<file path="config.mk">
export PLATFORM = sky130hd
export DESIGN_NAME = seq_detector_1101
export DESIGN_NICKNAME = d
export VERILOG_FILES = /design/src/rtl/seq_detector_1101.sv
export SDC_FILE = /design/constraint.sdc
export NUM_CORES = 1
export LEC_CHECK = 0
export ABC_AREA = 0
export BUFFER_PORTS_ARGS = -buffer_cell sky130_fd_sc_hd__buf_2
export CORE_UTILIZATION = 25
export CTS_CLUSTER_DIAMETER = 200
export DETAILED_ROUTE_END_ITERATION = 16
export MAX_ROUTING_LAYER = met4
export SETUP_SLACK_MARGIN = 0.15
export SYNTH_ARGS = -nofsm -noshare
export SYNTH_HDL_FRONTEND = slang
export SYNTH_SLANG_ARGS = --single-unit
</file>
<file path="constraint.sdc">
create_clock -name clk -period 1.6 [get_ports clk]
set_input_delay 0 -clock clk [delete_from_list [all_inputs] [get_ports clk]]
set_output_delay 0 -clock clk [all_outputs]
set_load 0.01 [all_outputs]
</file>
<file path="src/rtl/seq_detector_1101.sv">
// seq_detector_1101: Moore FSM detecting overlapping serial 1101, with a saturating match counter
//   clk, rst (async, active-high), in/in_valid (serial bit + qualifier), clear_count (sync counter clear)
//   detect (registered, high while in S4), current/next (state and next state), match_count (saturating)
module seq_detector_1101 #(
  parameter int CNT_W = 8
) (
  input  logic             clk,
  input  logic             rst,
  input  logic             in,
  input  logic             in_valid,
  input  logic             clear_count,
  output logic             detect,
  output logic [2:0]       current,
  output logic [2:0]       next,
  output logic [CNT_W-1:0] match_count
);
  typedef enum logic [2:0] {S0, S1, S2, S3, S4} state_t;
  state_t cur, nxt;
  always_comb begin
    nxt = S0;
    case (cur)
      S0:      nxt = in_valid ? (in ? S1 : S0) : S0;
      S1:      nxt = in_valid ? (in ? S2 : S0) : S1;
      S2:      nxt = in_valid ? (in ? S2 : S3) : S2;
      S3:      nxt = in_valid ? (in ? S4 : S0) : S3;
      S4:      nxt = in_valid ? (in ? S2 : S0) : S4;
      default: nxt = S0;
    endcase
  end
  // detect is a flop loaded with the S4 decode of next, so it tracks current==S4 glitch-free
  always_ff @(posedge clk or posedge rst)
    if (rst) begin
      cur         <= S0;
      detect      <= 1'b0;
      match_count <= '0;
    end else begin
      cur         <= nxt;
      detect      <= nxt == S4;
      match_count <= clear_count ? '0 :
                     (in_valid && nxt == S4 && match_count != '1) ? match_count + 1'b1 : match_count;
    end
  assign current = cur;
  assign next    = nxt;
endmodule

</file>
==> results of run 1 <==
==> state kept, by name (all words and copies together) (netlist names) <==
| signal | flops |
|---|---|
| current | 3 |
| detect | 1 |
| match_count | 8 |
==> metrics by stage <==
step                total power [mW]  instances
finish                         0.886        128
global route                   0.933        128
CTS                            0.871        125
detailed placement             0.638        116
global placement               0.632        116
floorplan                      0.531         66
==> cell type report <==
| cell class | count | area [µm²] | share of cell area (%) |
|---|---|---|---|
| multi-input combinational | 47 | 372 | 39.4 |
| tap | 30 | 37.5 | 3.98 |
| inverter | 6 | 22.5 | 2.39 |
| timing repair buffer | 29 | 180 | 19.1 |
| clock buffer | 4 | 26.3 | 2.79 |
| sequential | 12 | 304 | 32.3 |
==> worst max-delay path by stage <==
stage                         startpoint              to  slack (ns)
after floorplan               current[1]  match_count[0]        0.15
after global placement    match_count[5]  match_count[0]        0.13
after detailed placement  match_count[5]  match_count[0]        0.11
after CTS                     current[1]         next[0]        0.14
after global routing          current[1]         next[0]        0.07
final                         current[1]         next[0]        0.15
==> logic make-up after synthesis <==
family	Yosys count	share of synthesized area, %
fa+ha+maj	1	1.82
xor+xnor	2	2.56
buf+inv	7	3.83
mux	3	4.56
compound gates	13	14.2
simple gates	28	29.2
flops	12	43.8
==> cell usage after synthesis <==
master / number / area [µm²]
dfrtp_1: 12 / 300
nor3_4: 1 / 16.3
nor2b_1: 2 / 12.5
and4b_1: 2 / 20.0
nor3_1: 4 / 20.0
o32ai_1: 1 / 8.76
a41oi_1: 1 / 8.76
nand2_1: 3 / 11.3
a311oi_1: 2 / 17.5
nand2b_1: 2 / 12.5
o41ai_1: 2 / 17.5
and4_1: 1 / 8.76
inv_1: 6 / 22.5
nand4b_4: 1 / 23.8
mux2_1: 1 / 11.3
and2_1: 1 / 6.26
buf_1: 1 / 3.75
mux2i_1: 2 / 20.0
nand3_1: 1 / 5.00
and3_1: 3 / 18.8
a21oi_2: 1 / 8.76
nor3b_4: 1 / 18.8
a21oi_1: 2 / 10.0
and2_2: 1 / 7.51
ha_1: 1 / 12.5
xnor2_1: 2 / 17.5
o21bai_1: 1 / 7.51
a31oi_1: 3 / 18.8
nor2_1: 5 / 18.8
==> per-layer routing <==
metal  vias to the layer above  routed length [µm]  GRT usage [%]
met1                       296                 709           14.8
met3                         5                  86           3.61
li1                        311                   -              -
met5                         -                   0              -
met2                        17                 764           17.1
met4                         0                  42           7.69
==> where the power goes <==
part / leakage, nW / switching [mW] / total (mW) / internal (mW)
Combinational: 0.322 / 0.144 / 0.289 / 0.145
Clock: 0.0150 / 0.107 / 0.204 / 0.0968
Sequential: 0.161 / 0.0562 / 0.393 / 0.337
==> what timing repair did <==
item	CTS	global route
pin swaps	2	8
gates resized for setup	1	8
endpoints found under the setup margin	3	8
hold endpoints to repair	12	0
hold buffers	1	0
setup buffers	4	3
gates cloned	0	0
==> critical path, delay by kind of cell (launching register included) <==
family	cells	cell delay, ns
XOR/XNOR	1	0.12
buffers and inverters	2	0.29
flip-flops	1	0.45
multiplexers	1	0.08
AND/OR/NAND/NOR	2	0.23
==> reports/qor.yml, run 1 <==
outcome:
  status: "finished, final reports clean"
logic_synthesis:
  avgSynthCellArea_um2: 10.4
  synth_fp_nets: 72
  synth_warnings: 0
  synth_cells: 66
  ys_seq_elements: 12
  seq_area_frac_synth_pct: 43.8
  synth_area_um2: 686
  synth_cell_types: 29
worst_hold_path:
  hold_depth: 2
  hold_start: "clear_count"
  holdPathEnd: "match_count[5]"
  hp-class: "primary input to flop"
final_layout:
  final_area_um2: 942
  area_delta_synth_final_pct: 37.4
  layout.nets: 105
  n_antenna_cell: 0
  layout_commonest_cell: "buf_2"
  drive_above_1_share_pct: 44.9
  layout_common_cells: "buf_2 (19), dfrtp_1 (9), buf_4 (7)"
  nFillCells: 276
  finish.utilization_pct: 37.0
worst_setup_path:
  reg2reg_slack_ns: 0.16
  path_class: "flop to primary output"
  rr_worst_depth: 5
  worstReg2RegEnd: "match_count[4]"
  rr_startpoint: "current[2]"
  required_ns: 1.60
  crit_top_cell: "nor2_1"
  cpPeakStageDelay_ns: 0.45
  crit_fanout: 4
  cp_cell_sequence: "buf_6, xnor2_1, nor2_1, mux2i_1, nor2_1, buf_2"
  slowest_stage: "dfrtp_2"
  cp-end-kind: "primary output"
  worstPathArrival_ns: 1.45
  startpoint_type: "flop"
flow_run:
  maxCapViolations: 0
clocking:
  h-tree-depth: 1
  clkTransAtPathRegs_ns: 0.08
  numCtsBuffers: 3
  clk_latency_ns: 0.28
  clockBufferDepth: 2
  clkSinkCount: 12
  cts_tree: "yes"
  cts_root_buf: "clkbuf_4"
sta:
  drv_slew: 0
  finalCritPeriodShare_pct: 90.6
  max_freq_mhz: 690
  relSlewSlack_pct: 69.5
  hold_violations: 0
  setup_ws_ns: 0.150
  worst_slew_pin_slew_ns: 0.456
  final.setup.tns_ns: 0
  rsz0062_at_grt: "true"
  whs_ns: 0.0186
  skew_ns: 0.00488
  period_minus_slack_ns: 1.45
  finalSetupViolCount: 0
global_routing:
  grtUsageTotal_pct: 12.1
  grt_pass1_vias: 518
  antenna_found_initial: 0
  grt_pass1_wl_mm: 2.35
  grt_max_degree: 13
  grt-ovfl-total: 0
routing:
  vias: 629
  via_per_inst: 4.91
  routedWlPerCell_um: 12.5
  ant_nets: 0
  wirelength_mm: 1.60
  drtPass1Iterations: 4
  drc_errors: 0
  drt_iter0_markers: 15
placed_design:
  hpwl_mm: 1.10
  dp_slack_ns: 0.113
  gp_congestion: 0.776
  io_buffer_count: 19
  placed_area_um2: 831
floorplanning:
  die_w_um: 54.4
  initial_core_util_pct: 26.9
  dieArea_um2: 2960
  io_pins: 20
  core_um2: 2540
  row_count: 18
  die_h_um: 54.4
pwr:
  leakagePower_nw: 0.498
  ir_worst_vdd_mv: 0.630
  power_density_nw_per_um2: 940
Note: power is estimated with default switching activity, not from simulation.
==> inputs of run 2 (changes only) <==
ABC_AREA = 1   (was 0)
CTS_CLUSTER_DIAMETER = unset   (was 200)
==> reports/qor.yml, run 2 <==
routing:
  drc_errors: 0  # unchanged
  drtPass1Iterations: 4  # unchanged
  wirelength_mm: 1.54  # -3.9%
  vias: 690  # +9.7%
  ant_nets: 0  # unchanged
  via_per_inst: 4.66  # -5.1%
  routedWlPerCell_um: 10.4  # -17%
  drt_iter0_markers: 15  # unchanged
sta:
  final.setup.tns_ns: 0  # unchanged
  skew_ns: 0.000674  # -0.00421 ns
  worst_slew_pin_slew_ns: 0.473  # +0.0163 ns
  max_freq_mhz: 752  # +9.0%
  drv_slew: 0  # unchanged
  relSlewSlack_pct: 68.4  # -1.1 points
  finalCritPeriodShare_pct: 83.2  # -7.5 points
  setup_ws_ns: 0.269  # +0.119 ns
  period_minus_slack_ns: 1.33  # -0.119 ns
  hold_violations: 0  # unchanged
  rsz0062_at_grt: "false"
  finalSetupViolCount: 0  # unchanged
logic_synthesis:
  synth_edf_count: 0  # unchanged
  synthArstFlopShare_pct: 100  # unchanged
  yosys.area_share.adder_pct: 1.78  # -0.045 points
  yosysMostFrequentCell: "nand2_1"
  synth_flop_cell: "dfrtp_1"
  seq_area_frac_synth_pct: 42.7  # -1.1 points
  synth_top_family_by_area: "simple AND/OR/NAND/NOR gates"
  synth_cell_types: 21  # -28%
  synth_top_area_share_pct: 42.7  # -1.1 points
  synth_area_um2: 703  # +2.6%
  synth_cells: 92  # +39%
  synthXorXnorAreaFrac_pct: 0  # -2.6 points
  ys_seq_elements: 12  # unchanged
  avgSynthCellArea_um2: 7.64  # -26%
  synthTopCellsByCount: "nand2_1 (30), dfrtp_1 (12), inv_1 (8), nand3_1 (7), nor2_1 (7)"
  synth_area_leader_cell: "dfrtp_1"
  synth_area_leaders: "dfrtp_1 (43%), nand2_1 (16%), nand4_1 (5.3%)"
  synth-simple-area-share_pct: 40.7  # +12 points
  synth_mux_area_share_pct: 0  # -4.6 points
  synth-compound-area-share_pct: 6.94  # -7.3 points
  synth_fp_nets: 98  # +36%
  synth_warnings: 0  # unchanged
clocking:
  clkSinkCount: 12  # unchanged
  h-tree-depth: 1  # unchanged
  cts_tree: "yes"
  cts_root_buf: "clkbuf_4"
  clkTransAtPathRegs_ns: 0.08  # about the same
  cts_setup_buffers: 0  # -4
  numCtsBuffers: 3  # unchanged
  clk_latency_ns: 0.27  # about the same
  clockBufferDepth: 2  # unchanged
worst_setup_path:
  startpoint_type: "flop"
  crit_fanout: 5  # +1
  cp-end-kind: "primary output"
  worstPathArrival_ns: 1.33  # -0.12 ns
  path_class: "flop to primary output"
  required_ns: 1.60  # about the same
placed_design:
  gp_congestion: 0.742  # -4.4%
  io_buffer_count: 19  # unchanged
  dp_slack_ns: 0.317  # +0.204 ns
  hpwl_mm: 1.17  # +5.8%
final_layout:
  regArea_um2: 300  # -1.2%
  layout.nets: 125  # +19%
  nFillCells: 277  # +0.36%
  largest_register: "match_count"
  area_delta_synth_final_pct: 29.0
  multi_input_area_um2: 353  # -5.1%
  n_antenna_cell: 0  # unchanged
  layout_common_cells: "nand2_1 (30), buf_2 (19), dfrtp_1 (12)"
  drive_above_1_share_pct: 30.5  # -14 points
  largest_register_ffs: 8  # unchanged
  layout_commonest_cell: "nand2_1"
flow_run:
  maxCapViolations: 0  # unchanged
outcome:
  status: "finished, final reports clean"
floorplanning:
  io_pins: 20  # unchanged
  dieArea_um2: 3030  # +2.5%
  initial_core_util_pct: 27.4  # +0.45 points
  die_h_um: 55.0  # +1.2%
  die_w_um: 55.0  # +1.2%
  core_um2: 2570  # +0.88%
  row_count: 18  # unchanged
global_routing:
  grt_pass1_vias: 577  # +11%
  antenna_found_initial: 0  # unchanged
  grt_max_degree: 13  # unchanged
  grt_pass1_wl_mm: 2.42  # +2.7%
  grtUsageTotal_pct: 11.8  # -0.33 points
  grt-ovfl-total: 0  # unchanged
pwr:
  ir_worst_vdd_mv: 0.580  # -7.9%
  power_density_nw_per_um2: 916  # -2.6%
  leakagePower_nw: 0.490  # -1.5%
worst_hold_path:
  hp-class: "primary input to flop"
-- run 2: changes by cell type after synthesis, moves of 3 or more --
cell,previous run,this run
a31oi_1,3,0
and3_1,3,0
nand2_1,3,30
nand2_2,0,3
nand3_1,1,7
nand4_1,0,6
nor3_1,4,1
o21ai_0,0,3
-- run 2: worst paths after layout --
kind / start / to / slack, ns / depth (start not counted)
min in group asynchronous: rst / detect / 0.28 / 3
hold reg to reg: match_count[1] / match_count[1] / 0.55 / 2
hold / removal: in / detect / 0.06 / 3
max in group asynchronous: rst / match_count[0] / 1.00 / 3
setup reg to reg: match_count[1] / match_count[3] / 0.30 / 9
setup / recovery: current[2] / next[2] / 0.27 / 4
-- run 2: where the power goes --
group / internal (mW) / switching, mW
registers: 0.331 / 0.0438
logic: 0.0867 / 0.125
clock network: 0.138 / 0.106
-- run 2: cell type report --
type | count | area share [%]
clock buffers | 4 | 4.00
inverters | 11 | 6.07
multi-input cells | 69 | 38.9
flip-flops and latches | 12 | 33.1
well taps | 30 | 4.14
repair buffers | 22 | 13.8
-- run 2: per-stage QoR --
| stage | hold slack (ns) | utilization, % | instance area, µm² | std cells | total power, mW |
|---|---|---|---|---|---|
| after floorplan | -0.135 | - | 703 | 92 | 0.499 |
| after global routing | 0.0770 | 35.3 | 907 | 148 | 0.879 |
| after detailed placement | 0.0485 | 32.6 | 836 | 141 | 0.583 |
| final | 0.0627 | 35.3 | 907 | 148 | 0.831 |
| after global placement | 0.0461 | 32.6 | 836 | 141 | 0.580 |
| after CTS | 0.0590 | 35.1 | 902 | 148 | 0.840 |
-- run 2: repair_timing --
action,CTS,global route
hold endpoints to repair,14,0
hold buffers,3,0
endpoints found under the setup margin,0,1
resized for setup,0,1
-- run 2: kinds of logic after synthesis --
family	Yosys count
and+or+nand+nor	60
DFF	12
buffers and inverters	11
AOI/OAI and AO/OA	8
adders and majority gates	1
-- run 2: worst max-delay path, cell delays in order (launching register included) --
cell	delay [ns]
dfrtp_1	0.38
inv_1	0.15
nand3_2	0.13
o21ai_0	0.22
buf_2	0.17
-- run 2: layer usage --
| metal | up-vias | part of all wire, % | track usage (%) | wire length (µm) |
|---|---|---|---|---|
| met2 | 18 | 46 | 18.7 | 708 |
| met5 | - | 0 | - | 0 |
| met3 | 2 | 4.4 | 4.92 | 68 |
| met4 | 0 | 0.97 | 2.50 | 15 |
| met1 | 320 | 49 | 13.9 | 749 |
| li1 | 350 | - | - | - |
